===== src/rtl/nbit_cmp_pkg.sv =====
// Shared types and sizing helpers for the nbit_comparator slice chain.
package nbit_cmp_pkg;

  localparam int unsigned SLICE_W = 4;

  typedef struct packed {
    logic gt;
    logic eq;
    logic lt;
  } cmp_res_t;

  // Operand width rounded up to a whole number of slices.
  function automatic int unsigned pad_width(input int unsigned w);
    return ((w + SLICE_W - 1) / SLICE_W) * SLICE_W;
  endfunction

endpackage


===== src/rtl/nbit_cmp_slice.sv =====
// One 4-bit magnitude compare stage with 7485-style cascade inputs.
module nbit_cmp_slice
  import nbit_cmp_pkg::*;
(
  input  logic [SLICE_W-1:0] a,
  input  logic [SLICE_W-1:0] b,
  input  logic               gt_in,
  input  logic               eq_in,
  input  logic               lt_in,
  output logic               gt,
  output logic               eq,
  output logic               lt
);

  // A local inequality decides; only an equal nibble defers to lower slices.
  always_comb begin
    gt = 1'b0;
    eq = 1'b0;
    lt = 1'b0;
    if (a > b) begin
      gt = 1'b1;
    end else if (a < b) begin
      lt = 1'b1;
    end else begin
      gt = gt_in;
      eq = eq_in;
      lt = lt_in;
    end
  end

endmodule


===== src/rtl/nbit_comparator.sv =====
// Registered WIDTH-bit magnitude comparator built from cascaded 4-bit slices.
// Define NBIT_CMP_SIGNED_EN to add the sgn port for per-transaction signed compares.
module nbit_comparator
  import nbit_cmp_pkg::*;
#(
  parameter int unsigned WIDTH = 4
) (
  input  logic             clk,
  input  logic             rst,
  input  logic             in_valid,
  input  logic [WIDTH-1:0] a,
  input  logic [WIDTH-1:0] b,
`ifdef NBIT_CMP_SIGNED_EN
  input  logic             sgn,
`endif
  output logic             out_valid,
  output logic             y2,
  output logic             y1,
  output logic             y0
);

  localparam int unsigned PAD_W  = pad_width(WIDTH);
  localparam int unsigned NSLICE = PAD_W / SLICE_W;

  logic [WIDTH-1:0] a_m;
  logic [WIDTH-1:0] b_m;
  logic [PAD_W-1:0] a_p;
  logic [PAD_W-1:0] b_p;
  cmp_res_t         res_c;
  cmp_res_t         res_d;
  cmp_res_t         res_q;
  logic             valid_q;

`ifdef NBIT_CMP_SIGNED_EN
  // Flipping both MSBs maps two's-complement ordering onto unsigned ordering.
  always_comb begin
    a_m            = a;
    b_m            = b;
    a_m[WIDTH-1]   = a[WIDTH-1] ^ sgn;
    b_m[WIDTH-1]   = b[WIDTH-1] ^ sgn;
  end
`else
  assign a_m = a;
  assign b_m = b;
`endif

  // Pads are added after the MSB flip so they are identical on both sides.
  assign a_p = PAD_W'(a_m);
  assign b_p = PAD_W'(b_m);

  for (genvar i = 0; i < int'(NSLICE); i++) begin : g_slice
    cmp_res_t cin;
    cmp_res_t cout;

    if (i == 0) begin : g_lsb
      assign cin = '{gt: 1'b0, eq: 1'b1, lt: 1'b0};
    end else begin : g_upper
      assign cin = g_slice[i-1].cout;
    end

    nbit_cmp_slice u_slice (
      .a     (a_p[i*SLICE_W +: SLICE_W]),
      .b     (b_p[i*SLICE_W +: SLICE_W]),
      .gt_in (cin.gt),
      .eq_in (cin.eq),
      .lt_in (cin.lt),
      .gt    (cout.gt),
      .eq    (cout.eq),
      .lt    (cout.lt)
    );
  end

  assign res_c = g_slice[NSLICE-1].cout;

  always_comb begin
    res_d = res_q;
    if (in_valid) begin
      res_d = res_c;
    end
  end

  always_ff @(posedge clk) begin
    if (rst) begin
      res_q   <= '0;
      valid_q <= 1'b0;
    end else begin
      res_q   <= res_d;
      valid_q <= in_valid;
    end
  end

  assign out_valid = valid_q;
  assign y2        = res_q.gt;
  assign y1        = res_q.eq;
  assign y0        = res_q.lt;

endmodule


===== config.mk =====
export PLATFORM = sky130hd
export DESIGN_NAME = nbit_comparator
export DESIGN_NICKNAME = d
export VERILOG_FILES = /design/src/rtl/nbit_cmp_pkg.sv /design/src/rtl/nbit_cmp_slice.sv /design/src/rtl/nbit_comparator.sv
export SDC_FILE = /design/constraint.sdc
export NUM_CORES = 1
export LEC_CHECK = 0
export CAP_MARGIN = 20
export CORE_AREA = 2 2 39 41
export DETAILED_ROUTE_END_ITERATION = 8
export DIE_AREA = 0 0 41 43
export DONT_BUFFER_PORTS = 1
export SYNTH_ARGS = -nofsm -noshare
export SYNTH_HDL_FRONTEND = slang
export SYNTH_SLANG_ARGS = --single-unit

===== constraint.sdc =====
create_clock -name clk -period 1.9 [get_ports clk]
set_input_delay 0.38 -clock clk [delete_from_list [all_inputs] [get_ports clk]]
set_output_delay 0.38 -clock clk [all_outputs]
set_load 0.1 [all_outputs]

* Word-level counts from Yosys, hierarchy flattened *
Cells that the tools add are included.

storage, ports and cells
  output and inout port bits = 4
  bits in registers = 4
  input port bits = 11
  logic and storage cells = 11

cells by class
  order comparisons = 2
  muxes and demuxes = 5

operators with widths
  cell                        number
  two-way mux 1 bit           5
  > comparator 4 bit          1
  less-than comparator 4 bit  1

* Logic depth before layout (Yosys ltp) *
Gate-level depths: netlist of the first run.

  word-level depth = 3
  gate-level depth with buffers = 5
  depth with buffers taken out = 5

* Hierarchy *
From an unflattened synthesis of the first run, not the netlist that was laid out.

second synthesis, totals
  cell total of the unflattened synthesis = 30
  area total of the unflattened synthesis = 272.8 µm²

by module, submodules not included
  module           instances  area each (µm²)  seq. area each (µm²)  cells each
  nbit_cmp_slice   1          137.6            0.0                   17
  nbit_comparator  1          135.1            80.1                  13

* Worst setup path after synthesis of the first run *
Ideal clock, no wire load.

  kind = register to register
  start = register y2 (netlist name)
  end = register res_q (netlist bit y2)
  clock period less this slack = 1.410 ns
  required time = 1.814 ns
  buffers on the path = 0
  path slack = 0.490 ns
  arrival time = 1.324 ns
  setup time = 0.086 ns
  cell stages (with the launch flop) = 3
  path through = dfxtp_1 o22ai_1 a211oi_1

RTL lines
  what                  line                   text
  to (signal assigned)  nbit_comparator.sv:87  res_q <= res_d;
  to (decl)             nbit_comparator.sv:31  cmp_res_t res_q;

* Worst setup path in the final report of the first run *
  start = register res_q (netlist bit y1)
  end = output y1

RTL lines
  what       line                   text
  to (decl)  nbit_comparator.sv:18  output logic y1,

No word-level cell between the ends.

==> run summary, run 1 <==
status -> complete, no violations
first-pass GRT wire length -> 662 um
hold_ws -> 0.219 ns
vias per cell -> 4.00
overall power after layout -> 0.000274 W
crit start category -> flip-flop
maximum cell stage delay along the critical path -> 0.32 ns
global-route total usage across every layer -> 6.33%
area delta synth->final -> 29.0%
total via count in the routed design -> 196
f_max -> 0.820 GHz
fin nets -> 50
core region area -> 0.00138 sq mm
count of endpoints failing hold in the final timing report -> 0
largest net degree at the start of global routing -> 5
number of violations of the max-capacitance limit -> 0
num rows -> 14
Layout Skew -> 0 ns
initial antenna violation count -> 0
post-cts sizing count -> 0
first-pass iteration count of the detailed router -> 2
area of the die -> 0.00176 sq mm
Cell Count, Final, Fillers Out -> 49
DRC violations left -> 0
effective utilization at floorplan -> 18.1%
count of placed standard cells including taps -> 46
Clock Sink Count -> 4
clock-pin slew on the worst setup and hold paths -> 0.04 ns
Detailed Route WL -> 461 um
RSZ-0062 raised after global routing -> false
endpoints failing setup -> 0
arrival time reported for the critical path endpoint -> 0.84 ns
buffer depth of the longest clock path -> 2
number of buffers and inverters on the critical path -> 1
Max rail drop VDD -> 0.256 mV
post-route fraction of the period consumed by the critical path -> 64.2%
most frequent cells in the layout -> 6 x inv_1, 4 x ha_1, 4 x dfxtp_1, 4 x buf_4, 3 x clkbuf_4
cells after synthesis -> 26
required time at the endpoint of the critical path -> 1.52 ns
Syn Std Cell Area -> 250 sq um
peak fanout along the critical path -> 2
number of different library cells in the post-synthesis netlist -> 14
I/O pin count -> 15
initial DRC count -> 1
via count of the first global-routing pass -> 183
depth of the CTS H-tree -> 1
kind of critical path -> flip-flop to primary output
Wirelength per Cell -> 9.41 um
number of buffers inserted during clock tree synthesis -> 3
DPL Wire Length -> 413 um
transition time at the pin with the least slew margin -> 0.288 ns
most common cell after layout, fill and taps aside -> inv_1
number of nets still failing antenna checks after routing -> 0
number of antenna cells inserted -> 0
root buffer cell -> clkbuf_4
global route overflow -> 0
minimum setup slack among reg-to-reg paths -> 0.88 ns
Critical Path Slowest Stage Cell -> dfxtp_1
Synth Register Bits -> 4
vertical die dimension -> 43 um
proportion of synthesized chip area in sequential cells -> 32.0%
share of final-layout standard cells stronger than drive strength 1 -> 33.3%
fin crit period -> 1.22 ns
worst-path cell chain -> buf_4
post-cts hold buffer count -> 0
chip width -> 41 um
syn_nets -> 41
number of synthesis warnings -> 0
setup tns final -> 0 ns
number of pins with negative max-slew slack in the final report -> 0
HP Class -> input port to flip-flop
Slew headroom -> 80.8%
Port-buffer cells -> 0
layout filler cell count -> 154
leak pwr -> 0.159 nW
Worst-Skew Late Latency -> 0.23 ns
Worst Setup End Kind -> primary output
routability cong. -> 0.638
cell family with most CP delay -> flip-flops
mean instance size in the synthesized netlist -> 9.62 sq um
clock tree from TritonCTS -> built
buffers inserted by post-CTS timing repair -> 0
power density relative to cell area -> 849 mW/mm^2
[per-stage QoR]
stage / cell area [sq um] / utilization [%] / setup WS, ns
after global routing: 323 / 23.3 / 0.645
after global placement: 300 / 21.7 / 0.575
after floorplan: 250 / - / 0.490
final: 323 / 23.3 / 0.681
after detailed placement: 300 / 21.7 / 0.564
after CTS: 323 / 23.3 / 0.664
[Yosys cell counts]
| cell type | number | area share, % |
|---|---|---|
| inv_1 | 6 | 9.0 |
| dfxtp_1 | 4 | 32 |
| ha_1 | 4 | 20 |
| a211oi_1 | 2 | 6.0 |
| a211oi_2 | 1 | 5.0 |
| a2bb2oi_1 | 1 | 3.5 |
| a31o_2 | 1 | 3.5 |
| and3_1 | 1 | 2.5 |
| nand2_2 | 1 | 2.5 |
| nand3_1 | 1 | 2.0 |
| nor2_1 | 1 | 1.5 |
| nor2b_1 | 1 | 2.5 |
| o21bai_4 | 1 | 7.5 |
| o22ai_1 | 1 | 2.5 |
[final cells by class]
| cell class | count | area [sq um] | share of cell area, % |
|---|---|---|---|
| tap | 16 | 20.0 | 6.20 |
| multi-input combinational | 16 | 148 | 45.7 |
| clock buffer | 3 | 22.5 | 6.98 |
| sequential | 4 | 80.1 | 24.8 |
| inverter | 6 | 22.5 | 6.98 |
| timing repair buffer | 4 | 30.0 | 9.30 |
[kinds of logic after synthesis]
logic type	after synthesis	synth area share, %
compound gates	7	28.0
buf+inv	6	9.00
simple gates	5	11.0
fa+ha+maj	4	20.0
flops	4	32.0
[where the power goes]
group	switching (W)	total [W]	leakage [nW]	internal [W]
logic	0.0000576	0.0000831	0.113	0.0000256
registers	0.00000158	0.0000913	0.0330	0.0000897
clock network	0.0000294	0.0000997	0.0138	0.0000703
[per-layer routing]
layer,up-vias,track usage (%),share of wire [%]
met4,0,4.00,0
met1,79,6.13,42
met3,0,6.81,15
met5,-,0,0
li1,105,-,-
met2,12,7.81,43
[worst paths after layout]
path / from / to / depth (start not counted)
max: y1$_SDFFE_PP0P_ / y1 / 1
max reg2reg: y0$_SDFFE_PP0P_ / y0$_SDFFE_PP0P_ / 3
min reg2reg: y1$_SDFFE_PP0P_ / y1$_SDFFE_PP0P_ / 2
min: rst / out_valid$_SDFF_PP0_ / 1
[registers in the layout, indices dropped and copies added, names as in the netlist]
name / flops
y1: 1
y0: 1
y2: 1
out_valid: 1
No activity file was read; power rests on OpenSTA's default activity.
==> run 2, diff against run 1 <==
- clock period: 1.9 -> 1.25 ns (I/O delays scaled with it)
==> run summary, run 2 (synthesized netlist as in run 1, its figures left out) <==
status -> complete, no violations (unchanged)
num rows -> 14 (unchanged)
number of nets still failing antenna checks after routing -> 0 (unchanged)
buffers inserted by post-CTS timing repair -> 0 (unchanged)
post-route fraction of the period consumed by the critical path -> 86.3%
total non-filler cell area in the finished layout -> 339 sq um (was 323 sq um)
global-route total usage across every layer -> 7.42% (was 6.33%)
first-pass GRT wire length -> 759 um (was 662 um)
buffer depth of the longest clock path -> 2 (unchanged)
post-cts sizing count -> 0 (unchanged)
clock-pin slew on the worst setup and hold paths -> 0.04 ns (about the same)
setup tns final -> 0 ns (unchanged)
largest net degree at the start of global routing -> 5 (unchanged)
count of endpoints failing hold in the final timing report -> 0 (unchanged)
I/O pin count -> 15 (unchanged)
crit start category -> flip-flop (unchanged)
cell area after placement -> 317 sq um (was 300 sq um)
initial antenna violation count -> 0 (unchanged)
root buffer cell -> clkbuf_4 (unchanged)
number of buffers inserted during clock tree synthesis -> 3 (unchanged)
Slew headroom -> 81.5% (was 80.8%)
power density relative to cell area -> 1270 mW/mm^2 (was 849 mW/mm^2)
number of antenna cells inserted -> 0 (unchanged)
global route overflow -> 0 (unchanged)
cell family with most CP delay -> flip-flops (unchanged)
DPL Wire Length -> 413 um (about the same)
vias per cell -> 4.27 (was 4.00)
share of final-layout standard cells stronger than drive strength 1 -> 42.4% (was 33.3%)
DRC violations left -> 0 (unchanged)
number of buffers and inverters on the critical path -> 1 (unchanged)
Critical Path Slowest Stage Cell -> dfxtp_2 (was dfxtp_1)
Worst-Skew Late Latency -> 0.23 ns (about the same)
Clock Sink Count -> 4 (unchanged)
hold_ws -> 0.0813 ns (was 0.219 ns)
total via count in the routed design -> 209 (was 196)
depth of the CTS H-tree -> 1 (unchanged)
number of pins with negative max-slew slack in the final report -> 0 (unchanged)
total area of multi-input combinational cells -> 148 sq um (unchanged)
Port-buffer cells -> 0 (unchanged)
kind of critical path -> flip-flop to primary output (unchanged)
maximum cell stage delay along the critical path -> 0.32 ns (about the same)
layout filler cell count -> 154 (unchanged)
Max rail drop VDD -> 0.358 mV (was 0.256 mV)
utilization of the core after routing -> 24.5% (was 23.3%)
R2R Path Start -> y0$_SDFFE_PP0P_ (unchanged)
overall power after layout -> 0.000431 W (was 0.000274 W)
Worst Setup End Kind -> primary output (unchanged)
fin crit period -> 1.08 ns
required time at the endpoint of the critical path -> 1.00 ns (was 1.52 ns)
core region area -> 0.00138 sq mm (unchanged)
f_max -> 0.927 GHz
transition time at the pin with the least slew margin -> 0.279 ns (was 0.288 ns)
via count of the first global-routing pass -> 205 (was 183)
fin nets -> 50 (unchanged)
area delta synth->final -> 35.5% (was 29.0%)
most frequent cells in the layout -> 6 x inv_1, 4 x ha_1, 3 x clkbuf_4, 3 x buf_4, 3 x dfxtp_2 (was 6 x inv_1, 4 x ha_1, 4 x dfxtp_1, 4 x buf_4, 3 x clkbuf_4)
Detailed Route WL -> 475 um (was 461 um)
initial DRC count -> 1 (unchanged)
most common cell after layout, fill and taps aside -> inv_1 (unchanged)
crit path from -> y1$_SDFFE_PP0P_ (unchanged)
endpoints failing setup -> 0 (unchanged)
leak pwr -> 0.164 nW (was 0.159 nW)
arrival time reported for the critical path endpoint -> 0.83 ns (was 0.84 ns)
peak fanout along the critical path -> 2 (unchanged)
RSZ-0062 raised after global routing -> false (unchanged)
worst-path cell chain -> buf_4 (unchanged)
first-pass iteration count of the detailed router -> 2 (unchanged)
register area -> 83.8 sq um (was 80.1 sq um)
number of violations of the max-capacitance limit -> 0 (unchanged)
HP Class -> input port to flip-flop (unchanged)
Layout Skew -> 0 ns (unchanged)
effective utilization at floorplan -> 18.1% (unchanged)
vertical die dimension -> 43 um (unchanged)
chip width -> 41 um (unchanged)
post-cts hold buffer count -> 0 (unchanged)
area of the die -> 0.00176 sq mm (unchanged)
hold path start -> rst (unchanged)
Wirelength per Cell -> 9.69 um (was 9.41 um)
clock tree from TritonCTS -> built (unchanged)
routability cong. -> 0.651 (was 0.638)
-- run 2: cell types whose count changed in the layout (fill, tap and decap cells not counted) --
cell     delta
buf_12      +1
dfxtp_1     -3
buf_4       -1
dfxtp_2     +3
-- run 2: final timing paths --
kind                                         to  slack [ns]  cells past startpoint
worst max-delay path                         y1        0.17                      1
worst min register to register  y1$_SDFFE_PP0P_        0.53                      2
worst max register to register  y0$_SDFFE_PP0P_        0.45                      2
worst min-delay path            y1$_SDFFE_PP0P_        0.08                      1
-- run 2: metal layers --
layer / routed length (um) / global-route usage [%] / vias up / part of all wire, %
li1: - / - / 105 / -
met1: 191 / 7.37 / 93 / 40
met2: 220 / 7.81 / 11 / 46
met3: 62 / 7.33 / 0 / 13
met4: 0 / 8.00 / 0 / 0
met5: 0 / 0 / - / 0
-- run 2: per-stage QoR --
| stage | std cells | setup slack, ns |
|---|---|---|
| 3_5_place_dp | 46 | 0.0496 |
| 3_3_place_gp | 46 | 0.0523 |
| 6_report | 49 | 0.171 |
| 2_1_floorplan | 26 | 0.0888 |
| 4_1_cts | 49 | 0.157 |
| 5_1_grt | 49 | 0.130 |
-- run 2: report_power, final --
group	total (W)	switching, W	internal (W)
combinational	0.000132	0.0000867	0.0000457
clock	0.000156	0.0000487	0.000107
sequential	0.000143	0.00000511	0.000138
-- run 2: area by class of cell --
class	count	area share (%)
Clock buffer	3	6.64
Inverter	6	6.64
Multi-Input combinational cell	16	43.5
Sequential cell	4	24.7
Tap cell	16	5.90
Timing Repair Buffer	4	12.5
